`src/rtl/pc_unit.sv`:
```
// -----------------------------------------------------------------------------
// pc_unit -- program-counter unit for the MIPS fetch stage.
//
// Holds the architectural PC and picks the next PC every cycle from, highest
// priority first: exception vector, exception return (both only with the
// PC_EXC_EN macro defined), stall hold, jump target, branch target, and
// sequential increment.
//
// Optional feature macro: PC_EXC_EN
//   defined   : exc_req / eret are honoured and the EPC register exists.
//   undefined : exc_req / eret are ignored, epc is tied to zero.
//
// Parameters
//   WIDTH        PC / target width in bits (>= 8)
//   RESET_VECTOR PC value loaded by reset
//   EXC_VECTOR   PC value loaded on exception
//   STEP         sequential increment in bytes
//
// Ports
//   clk            system clock, rising edge
//   rst            asynchronous active-high reset
//   stall          hold the current PC
//   branch_taken   load branch_target
//   branch_target  branch destination
//   jump           load jump_target
//   jump_target    jump destination
//   exc_req        take exception
//   eret           return from exception to epc
//   pc             current PC (registered)
//   pc4            pc + STEP, combinational, wraps modulo 2^WIDTH
//   redirect       registered, high the cycle after a non-sequential load
//   addr_err       registered, high the cycle after a misaligned target load
//   epc            saved exception PC (registered)
//
// Request semantics: all inputs are level requests sampled on the rising
// edge; there is no handshake. A jump or branch that coincides with stall is
// dropped, so the requester must hold it until stall is low.
// -----------------------------------------------------------------------------
module pc_unit #(
  parameter int               WIDTH        = 32,
  parameter logic [WIDTH-1:0] RESET_VECTOR = '0,
  parameter logic [WIDTH-1:0] EXC_VECTOR   = WIDTH'(32'h0000_0180),
  parameter int               STEP         = 4
) (
  input  logic             clk,
  input  logic             rst,
  input  logic             stall,
  input  logic             branch_taken,
  input  logic [WIDTH-1:0] branch_target,
  input  logic             jump,
  input  logic [WIDTH-1:0] jump_target,
  input  logic             exc_req,
  input  logic             eret,
  output logic [WIDTH-1:0] pc,
  output logic [WIDTH-1:0] pc4,
  output logic             redirect,
  output logic             addr_err,
  output logic [WIDTH-1:0] epc
);

  localparam logic [WIDTH-1:0] STEP_W = WIDTH'(STEP);

  // Next-PC source selected this cycle.
  typedef enum logic [2:0] {
    SRC_SEQ    = 3'd0,
    SRC_HOLD   = 3'd1,
    SRC_BRANCH = 3'd2,
    SRC_JUMP   = 3'd3,
    SRC_ERET   = 3'd4,
    SRC_EXC    = 3'd5
  } src_e;

  logic [WIDTH-1:0] pc_q, pc_d;
  logic             redirect_q, redirect_d;
  logic             addr_err_q, addr_err_d;
  logic [WIDTH-1:0] epc_q;
  logic [WIDTH-1:0] pc_inc;
  src_e             src;
  logic             exc_take, eret_take;
  logic [WIDTH-1:0] tgt_raw;
  logic             tgt_checked;

  // Increment wraps naturally by truncation to WIDTH bits.
  assign pc_inc = pc_q + STEP_W;

`ifdef PC_EXC_EN
  assign exc_take  = exc_req;
  assign eret_take = eret;

  // EPC captures the PC of the cycle in which the exception is taken.
  always_ff @(posedge clk or posedge rst) begin
    if (rst) begin
      epc_q <= '0;
    end else if (exc_take) begin
      epc_q <= pc_q;
    end
  end
`else
  // Exception inputs stay on the interface but have no effect.
  logic unused_exc;
  assign unused_exc = exc_req ^ eret;
  assign exc_take   = 1'b0;
  assign eret_take  = 1'b0;
  assign epc_q      = '0;
`endif

  // Priority select. Exception and eret sit above stall, so they are taken
  // even while fetch is stalled.
  always_comb begin
    src = SRC_SEQ;
    if (exc_take) begin
      src = SRC_EXC;
    end else if (eret_take) begin
      src = SRC_ERET;
    end else if (stall) begin
      src = SRC_HOLD;
    end else if (jump) begin
      src = SRC_JUMP;
    end else if (branch_taken) begin
      src = SRC_BRANCH;
    end
  end

  // Target mux. Only jump/branch/eret targets go through the alignment
  // check; vectors and the sequential path are loaded as-is.
  always_comb begin
    tgt_raw     = pc_inc;
    tgt_checked = 1'b0;
    case (src)
      SRC_EXC:    tgt_raw = EXC_VECTOR;
      SRC_ERET:   begin tgt_raw = epc_q;         tgt_checked = 1'b1; end
      SRC_JUMP:   begin tgt_raw = jump_target;   tgt_checked = 1'b1; end
      SRC_BRANCH: begin tgt_raw = branch_target; tgt_checked = 1'b1; end
      SRC_HOLD:   tgt_raw = pc_q;
      default:    tgt_raw = pc_inc;
    endcase
  end

  always_comb begin
    pc_d       = tgt_raw;
    addr_err_d = 1'b0;
    if (tgt_checked) begin
      // Misaligned targets are forced to a word boundary and flagged.
      pc_d       = {tgt_raw[WIDTH-1:2], 2'b00};
      addr_err_d = |tgt_raw[1:0];
    end
    redirect_d = (src != SRC_SEQ) && (src != SRC_HOLD);
  end

  always_ff @(posedge clk or posedge rst) begin
    if (rst) begin
      pc_q       <= RESET_VECTOR;
      redirect_q <= 1'b0;
      addr_err_q <= 1'b0;
    end else begin
      pc_q       <= pc_d;
      redirect_q <= redirect_d;
      addr_err_q <= addr_err_d;
    end
  end

  assign pc       = pc_q;
  assign pc4      = pc_inc;
  assign redirect = redirect_q;
  assign addr_err = addr_err_q;
  assign epc      = epc_q;

endmodule
```
`config.mk`:
```
export PLATFORM = sky130hd
export DESIGN_NAME = pc_unit
export DESIGN_NICKNAME = d
export VERILOG_FILES = /design/src/rtl/pc_unit.sv
export SDC_FILE = /design/constraint.sdc
export NUM_CORES = 1
export LEC_CHECK = 0
export BUFFER_PORTS_ARGS = -buffer_cell sky130_fd_sc_hd__buf_2
export CORE_MARGIN = 2
export CORE_UTILIZATION = 49
export CTS_BUF_LIST = sky130_fd_sc_hd__clkbuf_4 sky130_fd_sc_hd__clkbuf_8
export DETAILED_ROUTE_END_ITERATION = 7
export PLACE_DENSITY_LB_ADDON = 0.15
export SYNTH_ARGS = -nofsm -noshare
export SYNTH_HDL_FRONTEND = slang
export SYNTH_SLANG_ARGS = --single-unit
```
`constraint.sdc`:
```
create_clock -name clk -period 3.5 [get_ports clk]
set_clock_uncertainty 0.15 [all_clocks]
set_input_delay 0 -clock clk [delete_from_list [all_inputs] [get_ports clk]]
set_output_delay 0 -clock clk [all_outputs]
set_load 0.02 [all_outputs]
```
==> results.tsv <==
metric	value	unit
dp_cells	521	
reg2regPathDepth	6	
gp_congestion	0.871	
startpoint_type	flop	
ant_nets	0	
avgRoutedWirePerCell	15.7	um
yosysWarnings	0	
arrival	2680	ps
die-area	6320	um2
power_frac_comb	40.5	%
vias	3173	
timing.rr.end	pc[14]$_DFFE_PP0P_	
numCtsBuffers	5	
finalSetupTns	0	ps
dpl.hpwl	5980	um
synthCells	335	
drt_iter0_drc	240	
path_clk_slew	70	ps
power.leakage	1.94	nW
stdcell_count	580	
finalInstanceArea	3970	um2
synth_top_flop_cell	dfrtp_1	
critPathMaxFanout	6	
r2r_start	pc[2]$_DFFE_PP0P_	
yosysSeqAreaShare	30.4	%
reg2reg_slack	870	ps
end_kind	flop	
layout-drive-gt1-share	32.1	%
io_pins	169	
slew_headroom	28.9	%
hold_viol	0	
maxCapViolCount	0	
seq_area	851	um2
synthArstFlopShare	100	%
required	3550	ps
num-nets-final	579	
clk_latency	290	ps
hp-start	branch_target[3]	
hold_path.class	in2reg	
setup_violations	0	
die_x	79.5	um
p_clk_share	22.4	%
root_buffer	clkbuf_8	
max_freq	0.380	GHz
p_sw	0.000568	W
ys_ff_latch	34	
finalCritPeriodShare	75.2	%
floorplan.rows	27	
status	complete, no violations	
seq_power_share	37.1	%
grt_pass1_vias	2993	
tightestPinTransition	1070	ps
rsz0062_at_grt	no	
antenna_found_initial	0	
intPower	0.000836	W
critPathKind	reg2reg	
vias_per_cell	5.47	
synth_cell_types	52	
nFillCells	458	
cts_setup_buffers	0	
clockBufferDepth	2	
post_cts_resized	0	
placed_cell_area	3360	um2
final_util	72.0	%
fp.dieH	79.5	um
grt_max_degree	67	
numPortBuffers	134	
slew_violations	0	
swShare	40.5	%
drc	0	
synth_edf_count	0	
wl	9120	um
holdPathEnd	pc[3]$_DFFE_PP0P_	
grt_pass1_wl	14200	um
peakVddDrop	0.195	mV
syn2layout_area_growth	41.9	%
start_util	50.8	%
grtUsageTotal	28.7	%
htreeDepth	2	
p_per_area	354	nW/um2
avgSynthCellArea	8.34	um2
multiInputGateArea	1690	um2
cts.sinks	34	
dr.pass1.iters	5	
syn_area	2800	um2
cts_tree	built	
core	5510	um2
min_period	2630	ps
hold_ws	4.51	ps
antennaDiodeCount	0	
grt_overflow	0	
whs_path_depth	5	
[state kept, by name, indices dropped and copies added, names as in the netlist]
name      count
addr_err      1
pc           32
redirect      1
[cell usage after synthesis (8+ instances only)]
library cell  count  area share [%]
inv_1             9             1.2
nand3_1          14             2.5
xor2_1           12             3.8
xnor2_1          15             4.7
clkbuf_1         12             1.6
a31oi_1           8             1.8
nor2_1           40             5.4
a22oi_1           9             2.4
nand2_1           9             1.2
buf_4            35             9.4
a21oi_1          22             3.9
dfrtp_1          34              30
o22ai_1           9             2.0
o21ai_0          19             3.4
[how the worst max path moves through the flow]
| stage | depth (start not counted) | end | start | slack, ps |
|---|---|---|---|---|
| after floorplan | 6 | pc[16]$_DFFE_PP0P_ | pc[2]$_DFFE_PP0P_ | 1110 |
| after global placement | 6 | pc[30]$_DFFE_PP0P_ | pc[2]$_DFFE_PP0P_ | 1150 |
| after detailed placement | 5 | pc[31]$_DFFE_PP0P_ | pc[18]$_DFFE_PP0P_ | 1130 |
| after CTS | 6 | pc[14]$_DFFE_PP0P_ | pc[2]$_DFFE_PP0P_ | 870 |
| final | 6 | pc[14]$_DFFE_PP0P_ | pc[2]$_DFFE_PP0P_ | 870 |
| after global routing | 6 | pc[14]$_DFFE_PP0P_ | pc[2]$_DFFE_PP0P_ | 660 |
[final cells by class]
class / count / area share, %
clock buffer: 7 / 2.27
clock inverter: 1 / 0.126
inverter: 9 / 0.852
multi-input combinational: 269 / 42.7
sequential: 34 / 21.5
tap: 72 / 2.27
timing repair buffer: 188 / 30.4
[power groups by stage]
| stage | registers (W) | clock network (W) | logic (W) |
|---|---|---|---|
| 3_5_place_dp | 0.000527 | 0 | 0.000505 |
| 4_1_cts | 0.000520 | 0.000321 | 0.000561 |
| 2_1_floorplan | 0.000565 | 0 | 0.000313 |
| 6_report | 0.000521 | 0.000314 | 0.000568 |
| 5_1_grt | 0.000531 | 0.000335 | 0.000613 |
| 3_3_place_gp | 0.000523 | 0 | 0.000499 |
[timing repair]
action	in CTS	in global routing
hold buffers	51	0
endpoints found under the setup margin	0	0
hold endpoints to repair	36	0
[worst max-delay path, cell delays in order (launching register included)]
cell,delay [ps]
dfrtp_1,480
ha_1,300
nand3_2,170
nor4_4,510
a222oi_1,160
dlygate4sd3_1,620
o21ai_0,140
[stage by stage]
stage	power [W]	setup WS, ps
final	0.00140	867
after global routing	0.00148	656
after CTS	0.00140	874
after detailed placement	0.00103	1130
after global placement	0.00102	1150
after floorplan	0.000879	1110
[routing by layer]
metal	routed length, um	vias to the layer above	GRT usage [%]
met1	3880	1479	35.7
met3	623	16	4.64
li1	-	1510	-
met5	0	-	0
met4	149	0	8.45
met2	4460	168	50.9
[layout by cell type, fill, tap and decap left out, types with 4 or more instances in the layout]
| master | n |
|---|---|
| o21ai_0 | 19 |
| a31oi_1 | 8 |
| dfrtp_1 | 34 |
| nor2_1 | 40 |
| nand2_1 | 9 |
| a221o_1 | 6 |
| conb_1 | 32 |
| a22oi_1 | 9 |
| nor2b_1 | 5 |
| xor2_1 | 12 |
| a222oi_1 | 5 |
| clkbuf_8 | 6 |
| xnor2_1 | 15 |
| and3_1 | 7 |
| nor3_1 | 4 |
| o22ai_1 | 9 |
| inv_1 | 9 |
| o22a_1 | 7 |
| buf_2 | 134 |
| nand4_1 | 5 |
| nand3_1 | 14 |
| dlygate4sd3_1 | 51 |
| a21oi_1 | 22 |
[cells by family (layout without fill, tap and decap cells)]
| group | after synthesis | after routing | share of synthesized area [%] |
|---|---|---|---|
| muxes | 3 | 3 | 1.12 |
| adders and majority gates | 1 | 1 | 0.448 |
| other | 1 | 32 | 0.134 |
| buffers and inverters | 63 | 205 | 13.2 |
| DFF | 34 | 34 | 30.4 |
| xor gates and xnor gates | 28 | 28 | 9.04 |
| and+or+nand+nor | 106 | 106 | 21.5 |
| AOI/OAI and AO/OA | 99 | 99 | 24.1 |
Power figures use the tool's default switching activity.
